## config.mk

```make
export PLATFORM = sky130hd
export DESIGN_NAME = pred_ctrl_seq
export DESIGN_NICKNAME = d
export VERILOG_FILES = /design/src/rtl/pred_ctrl_pkg.sv /design/src/rtl/pred_ctrl_seq_mem.sv /design/src/rtl/pred_ctrl_seq.sv
export SDC_FILE = /design/constraint.sdc
export NUM_CORES = 1
export LEC_CHECK = 0
export ABC_AREA = 1
export BUFFER_PORTS_ARGS = -buffer_cell sky130_fd_sc_hd__buf_2
export CORE_MARGIN = 2
export CORE_UTILIZATION = 35
export DETAILED_ROUTE_END_ITERATION = 7
export PLACE_DENSITY_LB_ADDON = 0.05
export SYNTH_ARGS = -nofsm -noshare
export SYNTH_HDL_FRONTEND = slang
export SYNTH_HIERARCHICAL = 1
export SYNTH_SLANG_ARGS = --single-unit
```

## constraint.sdc

```tcl
create_clock -name CLK -period 9.8 [get_ports CLK]
set_clock_uncertainty 0.15 [all_clocks]
set_input_delay 1.47 -clock CLK [delete_from_list [all_inputs] [get_ports CLK]]
set_output_delay 1.47 -clock CLK [all_outputs]
set_load 0.005 [all_outputs]
```

## src/rtl/pred_ctrl_pkg.sv

```systemverilog
// Shared types and constants for the predicate-control sequencer.
// Context word layout, IDLE word, legal select encodings, FSM states.
package pred_ctrl_pkg;

  localparam int IN_W    = 9;
  localparam int OUT_W   = 9;
  localparam int PUT_W   = 6;
  localparam int PRED_W  = 6;
  localparam int SEND_W  = 6;
  localparam int PE2FU_W = 4;
  localparam int WORD_W  = 47;

  // Packed MSB->LSB: in, out, put_in, put_out, pred, send, pe2fu, wb
  localparam int WB_LSB      = 0;
  localparam int PE2FU_LSB   = 1;
  localparam int SEND_LSB    = 5;
  localparam int PRED_LSB    = 11;
  localparam int PUT_OUT_LSB = 17;
  localparam int PUT_IN_LSB  = 23;
  localparam int OUT_LSB     = 29;
  localparam int IN_LSB      = 38;

  localparam int SCRATCH_DEF = 63;

  typedef logic [WORD_W-1:0] ctx_word_t;

  typedef enum logic [1:0] {
    ST_IDLE,
    ST_RUN,
    ST_DONE
  } state_e;

  localparam logic [IN_W-1:0] IN_SEL_NONE = 9'h000;
  localparam logic [IN_W-1:0] IN_SEL_A    = 9'h008;
  localparam logic [IN_W-1:0] IN_SEL_B    = 9'h001;
  localparam logic [IN_W-1:0] IN_SEL_C    = 9'h002;
  localparam logic [IN_W-1:0] IN_SEL_D    = 9'h010;

  localparam logic [PE2FU_W-1:0] FU_SEL_NONE = 4'h0;
  localparam logic [PE2FU_W-1:0] FU_SEL_A    = 4'h1;
  localparam logic [PE2FU_W-1:0] FU_SEL_B    = 4'h2;
  localparam logic [PE2FU_W-1:0] FU_SEL_C    = 4'h4;
  localparam logic [PE2FU_W-1:0] FU_SEL_D    = 4'h8;

  function automatic ctx_word_t idle_word(
    input logic [PUT_W-1:0] scratch
  );
    ctx_word_t w;
    w = '0;
    w[PUT_IN_LSB +: PUT_W]  = scratch;
    w[PUT_OUT_LSB +: PUT_W] = scratch;
    return w;
  endfunction

  localparam ctx_word_t IDLE_WORD =
    idle_word(PUT_W'(SCRATCH_DEF));

  function automatic logic word_legal(
    input ctx_word_t w
  );
    logic [IN_W-1:0]    s_in;
    logic [PE2FU_W-1:0] s_fu;
    logic               ok_in;
    logic               ok_fu;
    s_in  = w[IN_LSB +: IN_W];
    s_fu  = w[PE2FU_LSB +: PE2FU_W];
    ok_in = s_in inside {IN_SEL_NONE, IN_SEL_A,
                         IN_SEL_B, IN_SEL_C, IN_SEL_D};
    ok_fu = s_fu inside {FU_SEL_NONE, FU_SEL_A,
                         FU_SEL_B, FU_SEL_C, FU_SEL_D};
    return ok_in && ok_fu;
  endfunction

endpackage

```

## src/rtl/pred_ctrl_seq_mem.sv

```systemverilog
// Context memory: DEPTH x WORD_W array, synchronous write,
// registered read that doubles as the issued-word register.
module pred_ctrl_seq_mem
  import pred_ctrl_pkg::*;
#(
  parameter int DEPTH = 16,
  parameter int AW    = 4
) (
  input  logic            clk_i,
  input  logic            we_i,
  input  logic [AW-1:0]   waddr_i,
  input  ctx_word_t       wdata_i,
  input  logic            re_i,
  input  logic [AW-1:0]   raddr_i,
  output ctx_word_t       rdata_o
);

  ctx_word_t mem_q [DEPTH];
  ctx_word_t rdata_q;

  always_ff @(posedge clk_i) begin
    if (we_i) begin
      mem_q[waddr_i] <= wdata_i;
    end
  end

  always_ff @(posedge clk_i) begin
    if (re_i) begin
      rdata_q <= mem_q[raddr_i];
    end
  end

  assign rdata_o = rdata_q;

endmodule

```

## src/rtl/pred_ctrl_seq.sv

```systemverilog
// Context sequencer driving one PE predicate register file.
// Optional config legality check: PRED_CTRL_ERR_CHK_EN.
module pred_ctrl_seq
  import pred_ctrl_pkg::*;
#(
  parameter int DEPTH       = 16,
  parameter int AW          = 4,
  parameter int ITER_W      = 8,
  parameter int SCRATCH_IDX = 63
) (
  input  logic                CLK,
  input  logic                RST_N,
  input  logic                cfg_we,
  input  logic [AW-1:0]       cfg_addr,
  input  logic [WORD_W-1:0]   cfg_data,
  input  logic                start,
  input  logic [AW-1:0]       ctx_last,
  input  logic [ITER_W-1:0]   iter_num,
  input  logic                stall,
  input  logic                abort,
  output logic                busy,
  output logic                done,
  output logic                err,
  output logic [IN_W-1:0]     control_in_p,
  output logic [PUT_W-1:0]    control_put_in_p,
  output logic [PUT_W-1:0]    control_put_out_p,
  output logic                write_back_p,
  output logic [PRED_W-1:0]   control_pred,
  output logic [SEND_W-1:0]   control_send_p,
  output logic [OUT_W-1:0]    control_out_p,
  output logic [PE2FU_W-1:0]  control_pe2fu_p
);

  localparam ctx_word_t IDLE_W =
    (SCRATCH_IDX == SCRATCH_DEF) ? IDLE_WORD
      : idle_word(PUT_W'(SCRATCH_IDX));

  state_e            state_q, state_d;
  logic [AW-1:0]     pc_q, pc_d;
  logic [AW-1:0]     last_q, last_d;
  logic [ITER_W-1:0] iter_q, iter_d;
  logic [ITER_W-1:0] num_q, num_d;
  logic              fin_q, fin_d;
  logic              vld_q, vld_d;

  logic              issue;
  logic [AW-1:0]     cur_pc;
  logic [AW-1:0]     cur_last;
  logic [ITER_W-1:0] cur_it;
  logic [ITER_W-1:0] cur_num;
  logic              cfg_acc;
  ctx_word_t         rdata;
  ctx_word_t         out_w;

  // Config writes only land in IDLE and lose to a same-cycle start.
  assign cfg_acc = cfg_we && (state_q == ST_IDLE) && !start;

  always_comb begin
    state_d  = state_q;
    pc_d     = pc_q;
    iter_d   = iter_q;
    last_d   = last_q;
    num_d    = num_q;
    fin_d    = fin_q;
    vld_d    = 1'b0;
    issue    = 1'b0;
    cur_pc   = pc_q;
    cur_it   = iter_q;
    cur_last = last_q;
    cur_num  = num_q;

    unique case (state_q)
      ST_IDLE: begin
        if (start) begin
          last_d = ctx_last;
          num_d  = iter_num;
          pc_d   = '0;
          iter_d = '0;
          fin_d  = 1'b0;
          if (iter_num != '0) begin
            state_d  = ST_RUN;
            issue    = 1'b1;
            cur_pc   = '0;
            cur_it   = '0;
            cur_last = ctx_last;
            cur_num  = iter_num;
          end else begin
            state_d = ST_DONE;
          end
        end
      end
      ST_RUN: begin
        if (abort) begin
          state_d = ST_IDLE;
        end else if (fin_q) begin
          state_d = ST_DONE;
        end else if (!stall) begin
          issue = 1'b1;
        end
      end
      ST_DONE: begin
        state_d = ST_IDLE;
      end
      default: begin
        state_d = ST_IDLE;
      end
    endcase

    // fin marks that the word now being issued is the last one.
    if (issue) begin
      vld_d = 1'b1;
      fin_d = (cur_pc == cur_last) &&
              (cur_it == cur_num - ITER_W'(1));
      if (cur_pc == cur_last) begin
        pc_d   = '0;
        iter_d = cur_it + ITER_W'(1);
      end else begin
        pc_d   = cur_pc + AW'(1);
      end
    end
  end

  always_ff @(posedge CLK or negedge RST_N) begin
    if (!RST_N) begin
      state_q <= ST_IDLE;
      pc_q    <= '0;
      iter_q  <= '0;
      last_q  <= '0;
      num_q   <= '0;
      fin_q   <= 1'b0;
      vld_q   <= 1'b0;
    end else begin
      state_q <= state_d;
      pc_q    <= pc_d;
      iter_q  <= iter_d;
      last_q  <= last_d;
      num_q   <= num_d;
      fin_q   <= fin_d;
      vld_q   <= vld_d;
    end
  end

  pred_ctrl_seq_mem #(
    .DEPTH (DEPTH),
    .AW    (AW)
  ) u_mem (
    .clk_i   (CLK),
    .we_i    (cfg_acc),
    .waddr_i (cfg_addr),
    .wdata_i (cfg_data),
    .re_i    (issue),
    .raddr_i (cur_pc),
    .rdata_o (rdata)
  );

`ifdef PRED_CTRL_ERR_CHK_EN
  logic err_q;

  always_ff @(posedge CLK or negedge RST_N) begin
    if (!RST_N) begin
      err_q <= 1'b0;
    end else if (cfg_acc && !word_legal(cfg_data)) begin
      err_q <= 1'b1;
    end
  end

  assign err = err_q;
`else
  assign err = 1'b0;
`endif

  assign busy  = (state_q == ST_RUN);
  assign done  = (state_q == ST_DONE);
  assign out_w = vld_q ? rdata : IDLE_W;

  assign control_in_p      = out_w[IN_LSB +: IN_W];
  assign control_out_p     = out_w[OUT_LSB +: OUT_W];
  assign control_put_in_p  = out_w[PUT_IN_LSB +: PUT_W];
  assign control_put_out_p = out_w[PUT_OUT_LSB +: PUT_W];
  assign control_pred      = out_w[PRED_LSB +: PRED_W];
  assign control_send_p    = out_w[SEND_LSB +: SEND_W];
  assign control_pe2fu_p   = out_w[PE2FU_LSB +: PE2FU_W];
  assign write_back_p      = out_w[WB_LSB];

endmodule

```

==> results.cfg <==
[sta]
maxSlewViolCount = 0
hold_viol = 0
worstMarginPinSlew_ps = 1220
setup_tns_ps = 0
worst_slack_ps = 4780
relSlewSlack_pct = 18.7
setup_viol = 0
rsz0062_at_grt = no
fin_crit_sh_pct = 51.3
min_period_ps = 5020
max_freq_mhz = 199

[die]
die_w_um = 325
num_io_pins = 119
start_util_pct = 35.4
rows = 117
fp.dieH_um = 325
coreArea_um2 = 102000
die-area_um2 = 106000

[clock_network]
cts_tree = built
hold_buffers = 0
cts-root-buf = clkbuf_16
cts_setup_buffers = 0
clkLatencyLatePin_ps = 650
cts_made_buffers = 95
cts_buffer_depth = 3
cts_resized = 0
cts_sinks = 827
htree_levels = 3
path_clk_slew_ps = 60

[routing]
wl_per_cell_um = 20.2
routed_wl_mm = 101
drt_iter0_markers = 1744
final_antenna_net_count = 0
detail_route.vias_per_cell = 4.70
num_vias = 23600
drcViolationCount = 0
drtPass1Iterations = 5

[setup_path]
required_ps = 10040
reg2reg_slack_ps = 5480
r2r-end = u_mem/rdata_o[12]
cp_data_arrival_time_ps = 5270
worstRegToRegCells = 12
crit_type = primary input to flop
critPathMaxFanout = 180
worstSetupStartpointType = primary input
end_kind = flop
r2r-start = state_q[1]

[finish]
design_area_um2 = 40900
syn_to_final_growth_pct = 13.2
drive_gt1_share_pct = 9.25
final_util_pct = 40.0
fin_nets = 3653

[min_path]
holdPathEnd = num_q[2]
hold_path.class = flop to flop
worstHoldPathCells = 2
min-delay-start = num_q[2]

[grt]
grt_overflow = 0
grt_first_pass_wirelength_mm = 150
grt_max_degree = 207
grt_pass1_vias = 22800
antenna_found_initial = 12
gr-usage-all-layers_pct = 19.1

[synthesis]
ys_types = 38
synth-compound-area-share_pct = 0.478
synth_fp_nets = 3558
synthesis.area_um2 = 36100
ys_warn_count = 6
yosys.area_share.simple_pct = 21.1
yosys.area_share.xor_xnor_pct = 0.194
netlist_instances = 3486
synth.area.mux_share_pct = 0
synth_top_family_by_area = simple AND/OR/NAND/NOR gates
synth.avg_cell_area_um2 = 10.4
ys_seq_area_share_pct = 68.4
ys_ff_latch = 827
synth-adder-area-share_pct = 0.104

[placed_design]
dpl.hpwl_mm = 48.8
io_buffers = 117
dp_slack_ps = 4080
place_area_um2 = 37900
globalplace.congestion = 0.742

[power]
peakVddDrop_v = 0.000286
p_leak_uw = 0.0174
p_total_uw = 9900
p_per_area_nw_per_um2 = 242

[run]
maxCapViolCount = 0

[outcome]
outcome = completed
==> layer usage <==
metal	up-vias	GRT usage [%]	wire length, µm
li1	11400	-	-
met1	11700	26.0	46400
met2	431	32.0	48600
met3	133	2.85	4560
met4	6	4.82	1850
met5	-	0	46
==> flip-flops by register name (all words and copies together) (netlist names) <==
signal,count
num_q,8
iter_q,8
pc_q,4
fin_q,1
vld_q,1
u_mem/mem_q,752
state_q,2
last_q,4
u_mem/rdata_o,47
==> stage by stage <==
step / instances / hold slack (ps)
floorplan: 3486 / 312
global placement: 4852 / 343
detailed placement: 4852 / 340
CTS: 5023 / 356
global route: 5024 / 380
finish: 5025 / 350
==> report_power, final <==
part | total [µW] | switching, µW | internal, µW
clock | 3410 | 1390 | 2020
combinational | 2340 | 1660 | 684
sequential | 4140 | 68.6 | 4070
==> area by class of cell <==
type | count | area (µm²)
fill | 9879 | 61200
timing repair buffer | 163 | 943
clock buffer | 126 | 2580
sequential | 827 | 24700
clock inverter | 45 | 399
antenna | 2 | 5.00
tap | 1368 | 1710
multi-input combinational | 1836 | 8030
inverter | 658 | 2490
==> synthesized netlist by cell type (all sizes together) <==
cell	number	area, µm²
o211ai	1	7.51
nand3b	6	45.0
conb	1	3.75
nor3	3	20.0
o31ai	2	15.0
o22ai	4	25.0
xnor2	6	52.6
inv	658	2480
buf	142	943
a21oi	2	13.8
nand2	1149	4340
dfrtp	28	701
clkbuf	23	87.6
o32ai	1	8.76
xor2	2	17.5
nor2	51	239
nand4	2	12.5
o21ai	13	95.1
nand3	589	2950
ha	3	37.5
a211oi	1	7.51
edfxtp	799	24000
==> worst max-delay path by stage <==
stage | startpoint | endpoint | slack [ps] | cells past startpoint
5_1_grt | iter_num[6] | u_mem/rdata_o[10] | 4450 | 14
2_1_floorplan | cfg_we | u_mem/mem_q[12][0] | 5360 | 4
4_1_cts | iter_num[6] | u_mem/rdata_o[12] | 4770 | 14
6_report | iter_num[6] | u_mem/rdata_o[12] | 4780 | 14
3_5_place_dp | iter_num[4] | u_mem/rdata_o[12] | 4080 | 14
3_3_place_gp | iter_num[4] | u_mem/rdata_o[12] | 4040 | 14
==> placed cells by master, fill, tap and decap left out, types with 24 or more instances in the layout <==
cell type	synthesis	routed
edfxtp_1	799	799
dfrtp_1	28	27
nand3_1	589	589
clkbuf_16	0	99
clkbuf_1	22	27
buf_4	8	45
buf_2	82	117
nor2_4	5	24
inv_1	653	650
nand2_1	1143	1143
==> cell families (layout without fill, tap and decap cells) <==
kind of cell	Yosys count	after routing
xor gates and xnor gates	8	8
adders and majority gates	3	3
AOI/OAI and AO/OA	24	24
and+or+nand+nor	1800	1800
buffers and inverters	823	992
DFF	827	827
other	1	3
==> worst max-delay path, cell delays in order <==
cell and delay (ps):
buf_2 100, nor2_1 110, nand2_1 140, nor2_4 320
nor2_4 130, nor2_4 180, buf_4 590, buf_12 610
buf_4 800, nand2_1 130, nand3_1 110, nand3_1 90
nand3_1 130, nand2_1 70
(Power assumes the default switching activity.)
